[config.mk]
export PLATFORM = sky130hd
export DESIGN_NAME = ifetch_buffer
export DESIGN_NICKNAME = d
export VERILOG_FILES = /design/src/rtl/ifetch_buffer.sv
export SDC_FILE = /design/constraint.sdc
export NUM_CORES = 1
export LEC_CHECK = 0
export BUFFER_PORTS_ARGS = -buffer_cell sky130_fd_sc_hd__buf_2
export CAP_MARGIN = 20
export CORE_ASPECT_RATIO = 0.5
export CORE_MARGIN = 10
export CORE_UTILIZATION = 63
export DETAILED_ROUTE_END_ITERATION = 8
export PLACE_DENSITY_LB_ADDON = 0.05
export SYNTH_ARGS = -nofsm -noshare
export SYNTH_HDL_FRONTEND = slang
export SYNTH_SLANG_ARGS = --single-unit
[constraint.sdc]
create_clock -name clk -period 5.15 [get_ports clk]
set_input_delay 0.515 -clock clk [delete_from_list [all_inputs] [get_ports clk]]
set_output_delay 0.515 -clock clk [all_outputs]
set_load 0.02 [all_outputs]
[src/rtl/ifetch_buffer.sv]
// Instruction-fetch front end: drives a 1-cycle-latency memory from an internal PC and
// splits each wide word into instructions streamed out on valid/ready. Optional: IFETCH_MISALIGN_FAULT_EN.
module ifetch_buffer #(
  parameter int ADDR_WIDTH  = 8,
  parameter int MEM_WIDTH   = 64,
  parameter int INSTR_WIDTH = 32,
  parameter int DEPTH       = 4,
  parameter logic [ADDR_WIDTH+$clog2(MEM_WIDTH/8)-1:0] RESET_PC = '0
) (
  input  logic                                        clk,
  input  logic                                        reset_n,
  output logic [ADDR_WIDTH-1:0]                       mem_addr,
  input  logic [MEM_WIDTH-1:0]                        mem_rdata,
  input  logic                                        redirect_valid,
  input  logic [ADDR_WIDTH+$clog2(MEM_WIDTH/8)-1:0]   redirect_pc,
  output logic                                        out_valid,
  input  logic                                        out_ready,
  output logic [INSTR_WIDTH-1:0]                      out_instr,
  output logic [ADDR_WIDTH+$clog2(MEM_WIDTH/8)-1:0]   out_pc,
  output logic                                        out_fault
);

  localparam int LANES = MEM_WIDTH / INSTR_WIDTH;
  localparam int OFFS  = $clog2(MEM_WIDTH / 8);
  localparam int IB    = $clog2(INSTR_WIDTH / 8);
  localparam int PCW   = ADDR_WIDTH + OFFS;
  localparam int LW    = (LANES > 1) ? $clog2(LANES) : 1;
  localparam int PW    = $clog2(DEPTH);
  localparam int CW    = $clog2(DEPTH + 1) + 1;

`ifdef IFETCH_MISALIGN_FAULT_EN
  localparam bit FAULT_EN = 1'b1;
`else
  localparam bit FAULT_EN = 1'b0;
`endif

  typedef logic [PCW-1:0] pc_t;
  typedef logic [LW-1:0]  lane_t;
  typedef logic [PW-1:0]  ptr_t;
  typedef logic [CW-1:0]  cnt_t;

  function automatic pc_t word_base(input pc_t pc);
    return pc & ~pc_t'((1 << OFFS) - 1);
  endfunction

  function automatic lane_t lane_of(input pc_t pc);
    pc_t t;
    t = pc >> IB;
    return lane_t'(t) & lane_t'(LANES - 1);
  endfunction

  function automatic ptr_t ptr_inc(input ptr_t p);
    return (p == ptr_t'(DEPTH - 1)) ? ptr_t'(0) : p + ptr_t'(1);
  endfunction

  // Fetch-side state
  pc_t    fetch_pc_q, fetch_pc_d;
  logic   inflight_q, inflight_d;
  pc_t    infl_pc_q, infl_pc_d;
  lane_t  infl_lane_q, infl_lane_d;
  logic   halt_q, halt_d;
  logic   flt_req_q, flt_req_d;
  logic   flt_pend_q, flt_pend_d;
  pc_t    flt_pc_q, flt_pc_d;

  // FIFO bookkeeping and held output values
  cnt_t   count_q, count_d;
  ptr_t   rd_ptr_q, rd_ptr_d;
  ptr_t   wr_ptr_q, wr_ptr_d;
  logic [INSTR_WIDTH-1:0] last_instr_q, last_instr_d;
  pc_t    last_pc_q, last_pc_d;

  logic [MEM_WIDTH-1:0] data_q  [DEPTH];
  pc_t                  epc_q   [DEPTH];
  lane_t                lane_q  [DEPTH];
  logic                 fault_q [DEPTH];

  logic                   head_valid_s;
  lane_t                  head_lane_s;
  logic [INSTR_WIDTH-1:0] head_instr_s;
  pc_t                    head_pc_s;
  logic                   head_fault_s;
  logic                   xfer_s;
  logic                   pop_s;
  logic                   push_s;
  logic                   room_s;
  logic                   issue_s;
  logic                   misalign_s;

  assign head_valid_s = (count_q != cnt_t'(0));
  assign head_lane_s  = lane_q[rd_ptr_q];
  assign head_fault_s = fault_q[rd_ptr_q];
  assign head_instr_s = data_q[rd_ptr_q][int'(head_lane_s) * INSTR_WIDTH +: INSTR_WIDTH];
  // Fault entries carry the raw redirect PC, so no lane offset is added for them.
  assign head_pc_s    = head_fault_s ? epc_q[rd_ptr_q]
                                     : epc_q[rd_ptr_q] + (pc_t'(head_lane_s) << IB);

  assign xfer_s     = head_valid_s && out_ready;
  assign pop_s      = xfer_s && (head_fault_s || (head_lane_s == lane_t'(LANES - 1)));
  assign push_s     = inflight_q || flt_pend_q;
  // The in-flight word already owns a slot, so counting it here rules out overflow.
  assign room_s     = (count_q + cnt_t'(inflight_q)) < cnt_t'(DEPTH);
  assign issue_s    = !redirect_valid && !halt_q && room_s;
  assign misalign_s = FAULT_EN && (redirect_pc[IB-1:0] != '0);

  assign mem_addr  = fetch_pc_q[PCW-1:OFFS];
  assign out_valid = head_valid_s;
  assign out_instr = head_valid_s ? head_instr_s : last_instr_q;
  assign out_pc    = head_valid_s ? head_pc_s : last_pc_q;
  assign out_fault = FAULT_EN && head_valid_s && head_fault_s;

  // Next-state computation for fetch and FIFO control
  always_comb begin
    fetch_pc_d   = fetch_pc_q;
    inflight_d   = inflight_q;
    infl_pc_d    = infl_pc_q;
    infl_lane_d  = infl_lane_q;
    halt_d       = halt_q;
    flt_req_d    = flt_req_q;
    flt_pend_d   = flt_pend_q;
    flt_pc_d     = flt_pc_q;
    count_d      = count_q;
    rd_ptr_d     = rd_ptr_q;
    wr_ptr_d     = wr_ptr_q;
    last_instr_d = last_instr_q;
    last_pc_d    = last_pc_q;

    if (head_valid_s) begin
      last_instr_d = head_instr_s;
      last_pc_d    = head_pc_s;
    end else begin
      last_instr_d = last_instr_q;
      last_pc_d    = last_pc_q;
    end

    if (redirect_valid) begin
      fetch_pc_d = redirect_pc & ~pc_t'((1 << IB) - 1);
      inflight_d = 1'b0;
      count_d    = cnt_t'(0);
      rd_ptr_d   = ptr_t'(0);
      wr_ptr_d   = ptr_t'(0);
      halt_d     = misalign_s;
      flt_req_d  = misalign_s;
      flt_pend_d = 1'b0;
      flt_pc_d   = redirect_pc;
    end else begin
      inflight_d = issue_s;
      flt_req_d  = 1'b0;
      flt_pend_d = flt_req_q;
      if (issue_s) begin
        fetch_pc_d  = word_base(fetch_pc_q) + pc_t'(MEM_WIDTH / 8);
        infl_pc_d   = word_base(fetch_pc_q);
        infl_lane_d = lane_of(fetch_pc_q);
      end else begin
        fetch_pc_d  = fetch_pc_q;
      end
      if (push_s) begin
        wr_ptr_d = ptr_inc(wr_ptr_q);
      end else begin
        wr_ptr_d = wr_ptr_q;
      end
      if (pop_s) begin
        rd_ptr_d = ptr_inc(rd_ptr_q);
      end else begin
        rd_ptr_d = rd_ptr_q;
      end
      count_d = count_q + cnt_t'(push_s) - cnt_t'(pop_s);
    end
  end

  // Control state registers with synchronous active-low reset
  always_ff @(posedge clk) begin
    if (!reset_n) begin
      fetch_pc_q   <= RESET_PC;
      inflight_q   <= 1'b0;
      infl_pc_q    <= pc_t'(0);
      infl_lane_q  <= lane_t'(0);
      halt_q       <= 1'b0;
      flt_req_q    <= 1'b0;
      flt_pend_q   <= 1'b0;
      flt_pc_q     <= pc_t'(0);
      count_q      <= cnt_t'(0);
      rd_ptr_q     <= ptr_t'(0);
      wr_ptr_q     <= ptr_t'(0);
      last_instr_q <= '0;
      last_pc_q    <= pc_t'(0);
    end else begin
      fetch_pc_q   <= fetch_pc_d;
      inflight_q   <= inflight_d;
      infl_pc_q    <= infl_pc_d;
      infl_lane_q  <= infl_lane_d;
      halt_q       <= halt_d;
      flt_req_q    <= flt_req_d;
      flt_pend_q   <= flt_pend_d;
      flt_pc_q     <= flt_pc_d;
      count_q      <= count_d;
      rd_ptr_q     <= rd_ptr_d;
      wr_ptr_q     <= wr_ptr_d;
      last_instr_q <= last_instr_d;
      last_pc_q    <= last_pc_d;
    end
  end

  // FIFO storage; contents are only meaningful below count_q, so no reset is needed
  always_ff @(posedge clk) begin
    if (reset_n && !redirect_valid && push_s) begin
      data_q[wr_ptr_q]  <= flt_pend_q ? '0 : mem_rdata;
      epc_q[wr_ptr_q]   <= flt_pend_q ? flt_pc_q : infl_pc_q;
      lane_q[wr_ptr_q]  <= flt_pend_q ? lane_t'(LANES - 1) : infl_lane_q;
      fault_q[wr_ptr_q] <= flt_pend_q;
    end
    if (reset_n && !redirect_valid && xfer_s && !pop_s) begin
      lane_q[rd_ptr_q] <= head_lane_s + lane_t'(1);
    end
  end

endmodule

==> metrics.yaml, run 1 <==
outcome:
  status: "complete, no violations"
synth:
  synth_top_family_by_area: "multiplexers"
  synthXorXnorAreaFrac: 0.003055
  ys_async_sr_fraction: 0
  syn_nets: 1006
  synth_edf_count: 292
  ys_seq_area_frac: 0.7122
  synthCells: 914
  syn_area_per_cell_um2: 15.69
  yosys.area_share.adder: 0.01135
  synthMuxAreaShare: 0.1168
  synth_cell_types: 49
  synthFlopType: "edfxtp_1"
  synth-seq-cells: 364
  yosysWarnings: 0
  synth-compound-area-share: 0.06642
  syn-cell-area_mm2: 0.01434
  yosys.area_share.simple: 0.06197
drt:
  drcViolationCount: 0
  vias_per_cell: 5.920
  drt_iter0_drc: 670
  vias: 7980
  ant_nets: 0
  drtPass1Iterations: 5
  wl_per_cell_um: 21.84
  drt_wl_total_mm: 29.44
finish:
  fin_nets: 1115
  final_cell_mix: "edfxtp_1, buf_2, mux2i_1"
  area_growth_pct: 12.90
  mostFrequentLayoutCell: "edfxtp_1"
  layout-drive-gt1-share: 0.2607
critical_path:
  critPathKind: "reg -> out"
  rr_endpoint: "count_q[3]"
  rrSetupSlack_ns: 2.24
  end_kind: "primary output"
  arrival_ns: 3.18
  cp_max_fo: 32
  critPathLaunchType: "register"
  ff2ff_path_depth: 10
  crit_required_ns: 4.64
  r2r-start: "lane_q[0]"
min_path:
  hold_end: "data_q[0][42]"
  hold_path.class: "in -> reg"
  holdPathStages: 1
  hp-start: "mem_rdata[42]"
grt:
  grt_antenna_before_repair: 2
  grt_max_degree: 78
  grt_first_pass_wirelength_mm: 45.49
  grt_overflow: 0
  grt_pass1_vias: 8020
  grtUsageTotal: 0.1966
die:
  dieArea_mm2: 0.02956
  io_pins: 132
  die_y_um: 126.7
  die-width_um: 233.3
  core_mm2: 0.02201
  start_util: 0.6512
  rows: 38
place:
  place_congestion: 0.7991
  io_buffers: 128
  dpl_worst_slack_ns: 1.954
  dpl.hpwl_mm: 16.82
timing:
  setup_tns_ns: 0
  rsz0062_at_grt: "false"
  setup_slack_ns: 1.457
  period_share: 0.7171
  finalSetupViolations: 0
  hold_viol_final: 0
  max_freq_ghz: 0.2708
  max_slew_margin: 0.2644
  fin_skew_ns: 0.01834
  worst_pin_slew_ns: 1.101
  finalMaxSlewViolations: 0
  period_minus_slack_ns: 3.693
clock_network:
  cts_buffers: 30
  cts_hold_buf: 0
  post_cts_buffers: 0
  clkTransAtPathRegs_ns: 0.07
  htreeDepth: 1
  cts.sinks: 364
  cts_root_buf: "clkbuf_16"
  ctsResizeCount: 0
  clockBufferDepth: 3
  clkLatencyLatePin_ns: 0.56
  cts_tree: "yes"
pwr:
  p_leak_nw: 6.055
  p_per_area_mw_per_mm2: 357.6
  ir_worst_vdd_mv: 0.2311
run:
  maxCapViolations: 0
-- worst max-delay path by stage --
stage,from,endpoint,slack (ns),cells past startpoint
after global routing,register,out_instr[28],1.15,5
after global placement,register,out_instr[28],2.02,4
after detailed placement,register,out_instr[28],1.95,4
final,register,out_instr[28],1.46,5
after floorplan,redirect_valid,lane_q[0],2.02,4
after CTS,register,out_instr[28],1.38,5
-- power breakdown --
| part | switching [mW] | internal [mW] |
|---|---|---|
| Clock | 1.02 | 1.29 |
| Combinational | 0.165 | 0.0898 |
| Sequential | 0.0228 | 3.21 |
-- metrics by stage --
| step | total power, mW | utilization | cells | instance area (um2) | hold slack (ns) |
|---|---|---|---|---|---|
| finish | 5.789 | 0.7353 | 1348 | 16190 | 0.1742 |
| global placement | 3.540 | 0.6858 | 1288 | 15100 | 0.4577 |
| global route | 5.958 | 0.7353 | 1348 | 16190 | 0.1566 |
| detailed placement | 3.550 | 0.6858 | 1288 | 15100 | 0.4669 |
| floorplan | 3.441 | - | 914 | 14340 | 0.4438 |
| CTS | 5.827 | 0.7314 | 1344 | 16100 | 0.1541 |
-- cells in the mapped netlist (2+ instances only) --
library cell / count / area (um2)
a21oi_1: 6 / 30.03
buf_2: 20 / 100.1
mux2_2: 64 / 720.7
ha_1: 13 / 162.7
and2_1: 44 / 275.3
o21a_1: 2 / 15.01
nand3_1: 8 / 40.04
and3_2: 2 / 15.01
buf_4: 18 / 135.1
xor2_1: 2 / 17.52
a31oi_1: 4 / 25.02
mux2i_1: 75 / 750.7
clkbuf_1: 21 / 78.83
edfxtp_1: 292 / 8768
buf_6: 3 / 33.78
dfxtp_1: 72 / 1441
or3_1: 2 / 12.51
nor2b_1: 13 / 81.33
nand4_1: 2 / 12.51
a21o_1: 9 / 67.56
a22oi_1: 35 / 262.8
o221ai_1: 32 / 280.3
nor2_1: 16 / 60.06
o21ai_1: 18 / 90.09
inv_1: 11 / 41.29
nor3_1: 2 / 10.01
o21ai_0: 23 / 115.1
nand2_1: 67 / 251.5
mux4_2: 9 / 202.7
xnor2_1: 3 / 26.28
and3_1: 7 / 43.79
nand2b_1: 2 / 12.51
-- layout make-up --
type / instances / area, um2
Tap cell: 300 / 375.4
Fill cell: 1398 / 5828
Antenna cell: 1 / 2.502
Multi-Input combinational cell: 476 / 3762
Clock buffer: 44 / 875.8
Timing Repair Buffer: 140 / 790.8
Sequential cell: 364 / 10210
Clock inverter: 12 / 127.6
Inverter: 11 / 41.29
-- critical path, cell delays in order, from the launching register on --
cell and delay (ns):
dfxtp_1 0.83, nor2b_4 0.96, a22oi_1 0.23, o221ai_1 0.13, o21ai_0 0.20, buf_2 0.24
-- cell families after synthesis --
kind of cell               Yosys count
adders and majority gates           13
and+or+nand+nor                    172
buffers and inverters               74
other                                1
DFF                                364
xor gates and xnor gates             5
AOI/OAI and AO/OA                  137
muxes                              148
-- flip-flops by register name (all words and copies together), names as in the netlist, named ones only --
signal	cells
rd_ptr_q	2
fetch_pc_q	9
epc_q	32
inflight_q	1
infl_pc_q	8
last_pc_q	11
last_instr_q	32
infl_lane_q	1
count_q	4
data_q	256
lane_q	4
wr_ptr_q	2
-- layer usage --
metal  vias up  wire (um)  global-route usage
met4         2        386             0.03379
met1      4019      13220              0.2745
met2       231      14330              0.3218
li1       3693          -                   -
met3        35       1494             0.03716
met5         -         13                   0
Power figures use the tool's default switching activity.
==> inputs of run 2 (changes only) <==
CORE_UTILIZATION = 53   (was 63)
clock period = 3.23 ns   (was 5.15 ns; I/O delays follow)
==> run 2 against run 1 <==
Core utilization is 11 points lower. Combinational power is 62% higher. Clock power is 72% higher. Clock skew is 0.0013 ns lower. Critical endpoint is now out_instr[5].
==> metrics.yaml, run 2 (synthesized netlist as in run 1, its figures left out) <==
outcome:
  status: "complete, no violations"  # unchanged
drt:
  drtPass1Iterations: 5  # unchanged
  wl_per_cell_um: 21.29  # was 21.84 um
  vias: 7872  # was 7,980
  drt_iter0_drc: 486  # was 670
  drcViolationCount: 0  # unchanged
  drt_wl_total_mm: 30.25  # was 29.44 mm
  vias_per_cell: 5.540  # was 5.920
  ant_nets: 0  # unchanged
clock_network:
  post_cts_buffers: 0  # unchanged
  cts.sinks: 364  # unchanged
  cts_tree: "yes"  # unchanged
  htreeDepth: 2  # was 1
  clkLatencyLatePin_ns: 0.52  # was 0.56 ns
  clkTransAtPathRegs_ns: 0.07  # about the same
  cts_buffers: 34  # was 30
  cts_root_buf: "clkbuf_16"  # unchanged
  clockBufferDepth: 3  # unchanged
min_path:
  holdPathStages: 1  # unchanged
  hp-start: "mem_rdata[62]"  # was mem_rdata[42]
  hold_path.class: "in -> reg"  # unchanged
  hold_end: "data_q[2][62]"  # was data_q[0][42]
critical_path:
  critPathLaunchType: "register"  # unchanged
  r2r-start: "inflight_q"  # was lane_q[0]
  crit_required_ns: 2.91  # was 4.64 ns
  cp_max_fo: 16  # was 32
  rrSetupSlack_ns: 0.75  # was 2.24 ns
  ff2ff_path_depth: 7  # was 10
  end_kind: "primary output"  # unchanged
  rr_endpoint: "fetch_pc_q[6]"  # was count_q[3]
  critPathKind: "reg -> out"  # unchanged
  arrival_ns: 2.71  # was 3.18 ns
timing:
  fin_skew_ns: 0.01703  # was 0.01834 ns
  finalMaxSlewViolations: 0  # unchanged
  worst_pin_slew_ns: 1.070  # was 1.101 ns
  max_freq_ghz: 0.3293
  setup_tns_ns: 0  # unchanged
  finalSetupViolations: 0  # unchanged
  period_minus_slack_ns: 3.037
  max_slew_margin: 0.2835  # was 0.2644
  rsz0062_at_grt: "false"  # unchanged
  period_share: 0.9403
  hold_viol_final: 0  # unchanged
die:
  io_pins: 132  # unchanged
  rows: 42  # was 38
  start_util: 0.5402  # was 0.6512
  core_mm2: 0.02654  # was 0.02201 mm2
  dieArea_mm2: 0.03443  # was 0.02956 mm2
  die-width_um: 252.6  # was 233.3 um
  die_y_um: 136.3  # was 126.7 um
grt:
  grt_antenna_before_repair: 0  # was 2
  grt_pass1_vias: 8078  # was 8,020
  grt_first_pass_wirelength_mm: 46.38  # was 45.49 mm
  grtUsageTotal: 0.1751  # was 0.1966
  grt_overflow: 0  # unchanged
  grt_max_degree: 78  # unchanged
finish:
  fin_nets: 1135  # was 1,115
  largest_register_ffs: 256  # unchanged
  final_cell_mix: "edfxtp_1, buf_2, mux2i_1"  # unchanged
  layout-drive-gt1-share: 0.2713  # was 0.2607
  regMostFlops: "data_q"  # unchanged
  reg_top3: "data_q (256), epc_q (32), last_instr_q (32)"  # unchanged
  antenna_cells: 0  # was 1
  area_growth_pct: 14.91  # was 12.90%
  mostFrequentLayoutCell: "edfxtp_1"  # unchanged
place:
  dpl.hpwl_mm: 18.19  # was 16.82 mm
  io_buffers: 128  # unchanged
  place_congestion: 0.7554  # was 0.7991
pwr:
  power_frac_seq: 0.541  # was 0.558
  p_sw_frac: 0.2069  # was 0.2079
  p_switching_mw: 1.969  # was 1.203 mW
  ir_worst_vdd_mv: 0.3446  # was 0.2311 mV
  power_mw: 9.515  # was 5.789 mW
  internal-power_mw: 7.546  # was 4.585 mW
  p_leak_nw: 6.188  # was 6.055 nW
  p_per_area_mw_per_mm2: 577.6  # was 357.6 mW/mm2
  combPwrFrac: 0.043  # was 0.044
  clkPwrFrac: 0.416  # was 0.398
run:
  maxCapViolations: 0  # unchanged
==> run 2: layer usage <==
layer / vias to the layer above / part of all wire / global-route usage
met5: - / 0 / 0
met4: 0 / 0.013 / 0.04149
met3: 36 / 0.050 / 0.03659
met2: 164 / 0.47 / 0.2904
met1: 3928 / 0.47 / 0.2338
li1: 3744 / - / -
==> run 2: worst max-delay path, cell delays in order, from the launching register on <==
cell and delay [ns]:
dfxtp_1 0.54, nor2b_2 0.93, a22oi_1 0.22, o221ai_1 0.13, o21ai_1 0.14, buf_2 0.23
==> run 2: how the worst max path moves through the flow <==
stage,to
floorplan,lane_q[0]
global placement,out_instr[31]
detailed placement,out_instr[18]
CTS,out_instr[18]
global route,out_instr[22]
finish,out_instr[5]
==> run 2: power by group through the flow <==
stage | Combinational [mW] | Sequential, mW | Clock, mW
5_1_grt | 0.456 | 5.15 | 4.24
6_report | 0.412 | 5.15 | 3.95
4_1_cts | 0.422 | 5.15 | 4.04
3_3_place_gp | 0.407 | 5.25 | 0
2_1_floorplan | 0.244 | 5.24 | 0
3_5_place_dp | 0.415 | 5.25 | 0
==> run 2: timing repair <==
item / 4_1_cts / 5_1_grt
hold buffers: 5 / 0
endpoints found under the hold margin: 20 / 0
gates resized for setup: 0 / 1
endpoints found under the setup margin: 0 / 4
==> run 2: layout make-up <==
cell class	instances	area [um2]
Fill cell	2033	10060
Inverter	11	41.29
Sequential cell	364	10210
Tap cell	352	440.4
Multi-Input combinational cell	477	3771
Clock buffer	54	1070
Timing Repair Buffer	155	893.4
Clock inverter	8	46.29
==> run 2: through the flow <==
step,hold WS [ns],setup slack [ns],utilization,instance area (um2),instances
finish,0.02054,0.1929,0.6207,16470,1421
floorplan,0.4219,0.2940,-,14340,914
global placement,0.4571,0.5950,0.5764,15300,1353
CTS,0.0004834,0.06546,0.6204,16460,1420
detailed placement,0.4657,0.6030,0.5764,15300,1353
global route,0.005811,0.05237,0.6207,16470,1421
==> inputs of run 3 (changes only) <==
--- a/config.mk
+++ b/config.mk
@@ -7,3 +7,3 @@
 export LEC_CHECK = 0
-export BUFFER_PORTS_ARGS = -buffer_cell sky130_fd_sc_hd__buf_2
+export BUFFER_PORTS_ARGS = -buffer_cell sky130_fd_sc_hd__buf_4
 export CAP_MARGIN = 20
==> constraint.sdc (replaced) <==
create_clock -name clk -period 3.23 [get_ports clk]
set_input_delay 0 -clock clk [delete_from_list [all_inputs] [get_ports clk]]
set_output_delay 0 -clock clk [all_outputs]
set_load 0.02 [all_outputs]
==> run 3 against run 2 <==
Design area is 5.5% higher. Worst hold slack gained 0.14 ns. Final cell count increased by 4.6%. Routed wire length rose by 1.8%. Core utilization up 3.4 points. Critical path depth up 3. Setup slack worse by 0.042 ns. Non-clock buffer count is 72 higher. Highest routed layer unchanged. Combinational power rose by 33%. Largest cell class unchanged. Sequential cell count is the same. Power decreased by 2.3%.
==> metrics.yaml, run 3 (synthesized netlist as in run 1, its figures left out) <==
place:
  place_congestion: 0.7454  # was 0.7554
  dpl.hpwl_mm: 18.09  # was 18.19 mm
  io_buffers: 128  # unchanged
  dpl_worst_slack_ns: 0.7457  # was 0.6030 ns
  dp_cells: 1347  # was 1,353
die:
  io_pins: 132  # unchanged
  die_y_um: 136.3  # unchanged
  dieArea_mm2: 0.03443  # unchanged
  start_util: 0.5402  # unchanged
  die-width_um: 252.6  # unchanged
  core_mm2: 0.02654  # unchanged
  rows: 42  # unchanged
critical_path:
  crit_chain: "ha_1, ha_1, nor2_1, a21o_1, a21oi_2, nor3_1, o311a_1, dlygate4sd3_1"  # was nor2b_2, a22oi_1, o221ai_1, o21ai_1, buf_2
  ff2ff_path_depth: 8  # was 7
  crit_end: "fetch_pc_q[6]"  # was out_instr[5]
  rr_endpoint: "fetch_pc_q[6]"  # unchanged
  critPathLaunchType: "register"  # unchanged
  arrival_ns: 3.53  # was 2.71 ns
  crit_required_ns: 3.68  # was 2.91 ns
  slowest_stage: "dlygate4sd3_1"  # was nor2b_2
  r2r-start: "inflight_q"  # unchanged
  setup.worst_path.start: "inflight_q"
  cp_max_fo: 13  # was 16
  cp_slowest_stage_delay_ns: 0.55  # was 0.93 ns
  rrSetupSlack_ns: 0.15  # was 0.75 ns
  end_kind: "register"  # was primary output
  crit_top_cell: "ha_1"
  critPathKind: "reg -> reg"  # was reg -> out
outcome:
  status: "complete, no violations"  # unchanged
drt:
  vias_per_cell: 5.506  # was 5.540
  ant_nets: 0  # unchanged
  wl_per_cell_um: 20.71  # was 21.29 um
  vias: 8187  # was 7,872
  drtPass1Iterations: 4  # was 5
  drt_wl_total_mm: 30.80  # was 30.25 mm
  drcViolationCount: 0  # unchanged
  drt_iter0_drc: 416  # was 486
clock_network:
  clkLatencyLatePin_ns: 0.56  # was 0.52 ns
  cts_buffers: 31  # was 34
  cts_root_buf: "clkbuf_16"  # unchanged
  clockBufferDepth: 3  # unchanged
  cts.sinks: 364  # unchanged
  htreeDepth: 1  # was 2
  clkTransAtPathRegs_ns: 0.06  # was 0.07 ns
  cts_tree: "yes"  # unchanged
  post_cts_buffers: 0  # unchanged
  ctsResizeCount: 0  # unchanged
pwr:
  p_sw_frac: 0.2099  # was 0.2069
  p_leak_nw: 6.481  # was 6.188 nW
  clkPwrFrac: 0.387  # was 0.416
  p_per_area_mw_per_mm2: 534.5  # was 577.6 mW/mm2
  internal-power_mw: 7.342  # was 7.546 mW
  combPwrFrac: 0.059  # was 0.043
  power_mw: 9.293  # was 9.515 mW
  ir_worst_vdd_mv: 0.3738  # was 0.3446 mV
  power_frac_seq: 0.554  # was 0.541
  p_switching_mw: 1.951  # was 1.969 mW
grt:
  grtUsageTotal: 0.1788  # was 0.1751
  grt_max_degree: 78  # unchanged
  grt_first_pass_wirelength_mm: 47.77  # was 46.38 mm
  grt_pass1_vias: 8325  # was 8,078
  grt_antenna_before_repair: 0  # unchanged
  grt_overflow: 0  # unchanged
timing:
  finalMaxSlewViolations: 0  # unchanged
  hold_viol_final: 0  # unchanged
  max_slew_margin: 0.2965  # was 0.2835
  finalSetupViolations: 0  # unchanged
  setup_tns_ns: 0  # unchanged
  worst_pin_slew_ns: 1.053  # was 1.070 ns
  period_share: 0.9534  # was 0.9403
  period_minus_slack_ns: 3.080  # was 3.037 ns
  rsz0062_at_grt: "false"  # unchanged
  setup_slack_ns: 0.1505  # was 0.1929 ns
  fin_skew_ns: 0.008553  # was 0.01703 ns
  max_freq_ghz: 0.3247  # was 0.3293 GHz
finish:
  num-fill-cells: 1930  # was 2,033
  layout-drive-gt1-share: 0.2449  # was 0.2713
  regMostFlops: "data_q"  # unchanged
  reg_top3: "data_q (256), epc_q (32), last_instr_q (32)"  # unchanged
  mostFrequentLayoutCell: "edfxtp_1"  # unchanged
  largest_register_ffs: 256  # unchanged
  antenna_cells: 0  # unchanged
  final_cell_mix: "edfxtp_1, buf_4, dlygate4sd3_1"  # was edfxtp_1, buf_2, mux2i_1
  utilization: 0.6551  # was 0.6207
  fin_nets: 1203  # was 1,135
  fin_cells: 1487  # was 1,421
  area_growth_pct: 21.27  # was 14.91%
min_path:
  hold_path.class: "in -> reg"  # unchanged
  hp-start: "reset_n"  # was mem_rdata[62]
run:
  maxCapViolations: 0  # unchanged
run 3: cell count changes in the layout (fill, tap and decap cells not counted), moves of 2 or more:
cell,change
clkbuf_1,-4
clkbuf_8,-6
clkinv_2,+5
clkinv_1,+3
clkbuf_16,-6
buf_4,+121
bufinv_16,+2
buf_2,-128
dlygate4sd3_1,+78
run 3: cell type report:
| class | instances | area [um2] | area share |
|---|---|---|---|
| Tap cell | 352 | 440.4 | 0.02533 |
| Sequential cell | 364 | 10210 | 0.5873 |
| Clock buffer | 38 | 822.0 | 0.04728 |
| Multi-Input combinational cell | 476 | 3762 | 0.2164 |
| Inverter | 11 | 41.29 | 0.002375 |
| Timing Repair Buffer | 227 | 1962 | 0.1128 |
| Clock inverter | 19 | 147.6 | 0.008492 |
run 3: how the worst min path moves through the flow:
stage,depth (start not counted),slack (ns),to
finish,3,0.16,fetch_pc_q[10]
global route,3,0.17,fetch_pc_q[10]
CTS,3,0.13,fetch_pc_q[10]
detailed placement,1,0.21,data_q[2][9]
global placement,1,0.21,data_q[2][27]
floorplan,0,0.1,data_q[0][0]
run 3: power groups by stage:
stage / registers, mW / logic, mW / clock network [mW]
after floorplan: 5.24 / 0.244 / 0
after global placement: 5.25 / 0.460 / 0
after detailed placement: 5.25 / 0.471 / 0
after CTS: 5.15 / 0.557 / 3.66
after global routing: 5.15 / 0.598 / 3.85
final: 5.15 / 0.550 / 3.59
run 3: repair_timing:
item	in CTS	in global routing
hold buffers	83	0
endpoints found under the setup margin	0	0
endpoints found under the hold margin	270	0
run 3: metal layers:
metal  up-vias  part of all wire  track usage
li1       3871                 -            -
met1      4119              0.46       0.2464
met2       159              0.48       0.2947
met3        38             0.045      0.03182
met4         0             0.015      0.03546
met5         -                 0            0
run 3: metrics by stage:
step	hold WS [ns]	area (um2)
final	0.1612	17390
after global routing	0.1738	17390
after CTS	0.1326	17390
after detailed placement	0.2068	15580
after global placement	0.2054	15580
after floorplan	0.09887	14340
run 3: critical path: cells and delay by family (launching register included):
family | cells | cell delay, ns
adders and majority gates | 2 | 0.68
buffers and inverters | 1 | 0.55
AOI/OAI and AO/OA | 3 | 1.02
and+or+nand+nor | 2 | 0.24
DFF | 1 | 0.48
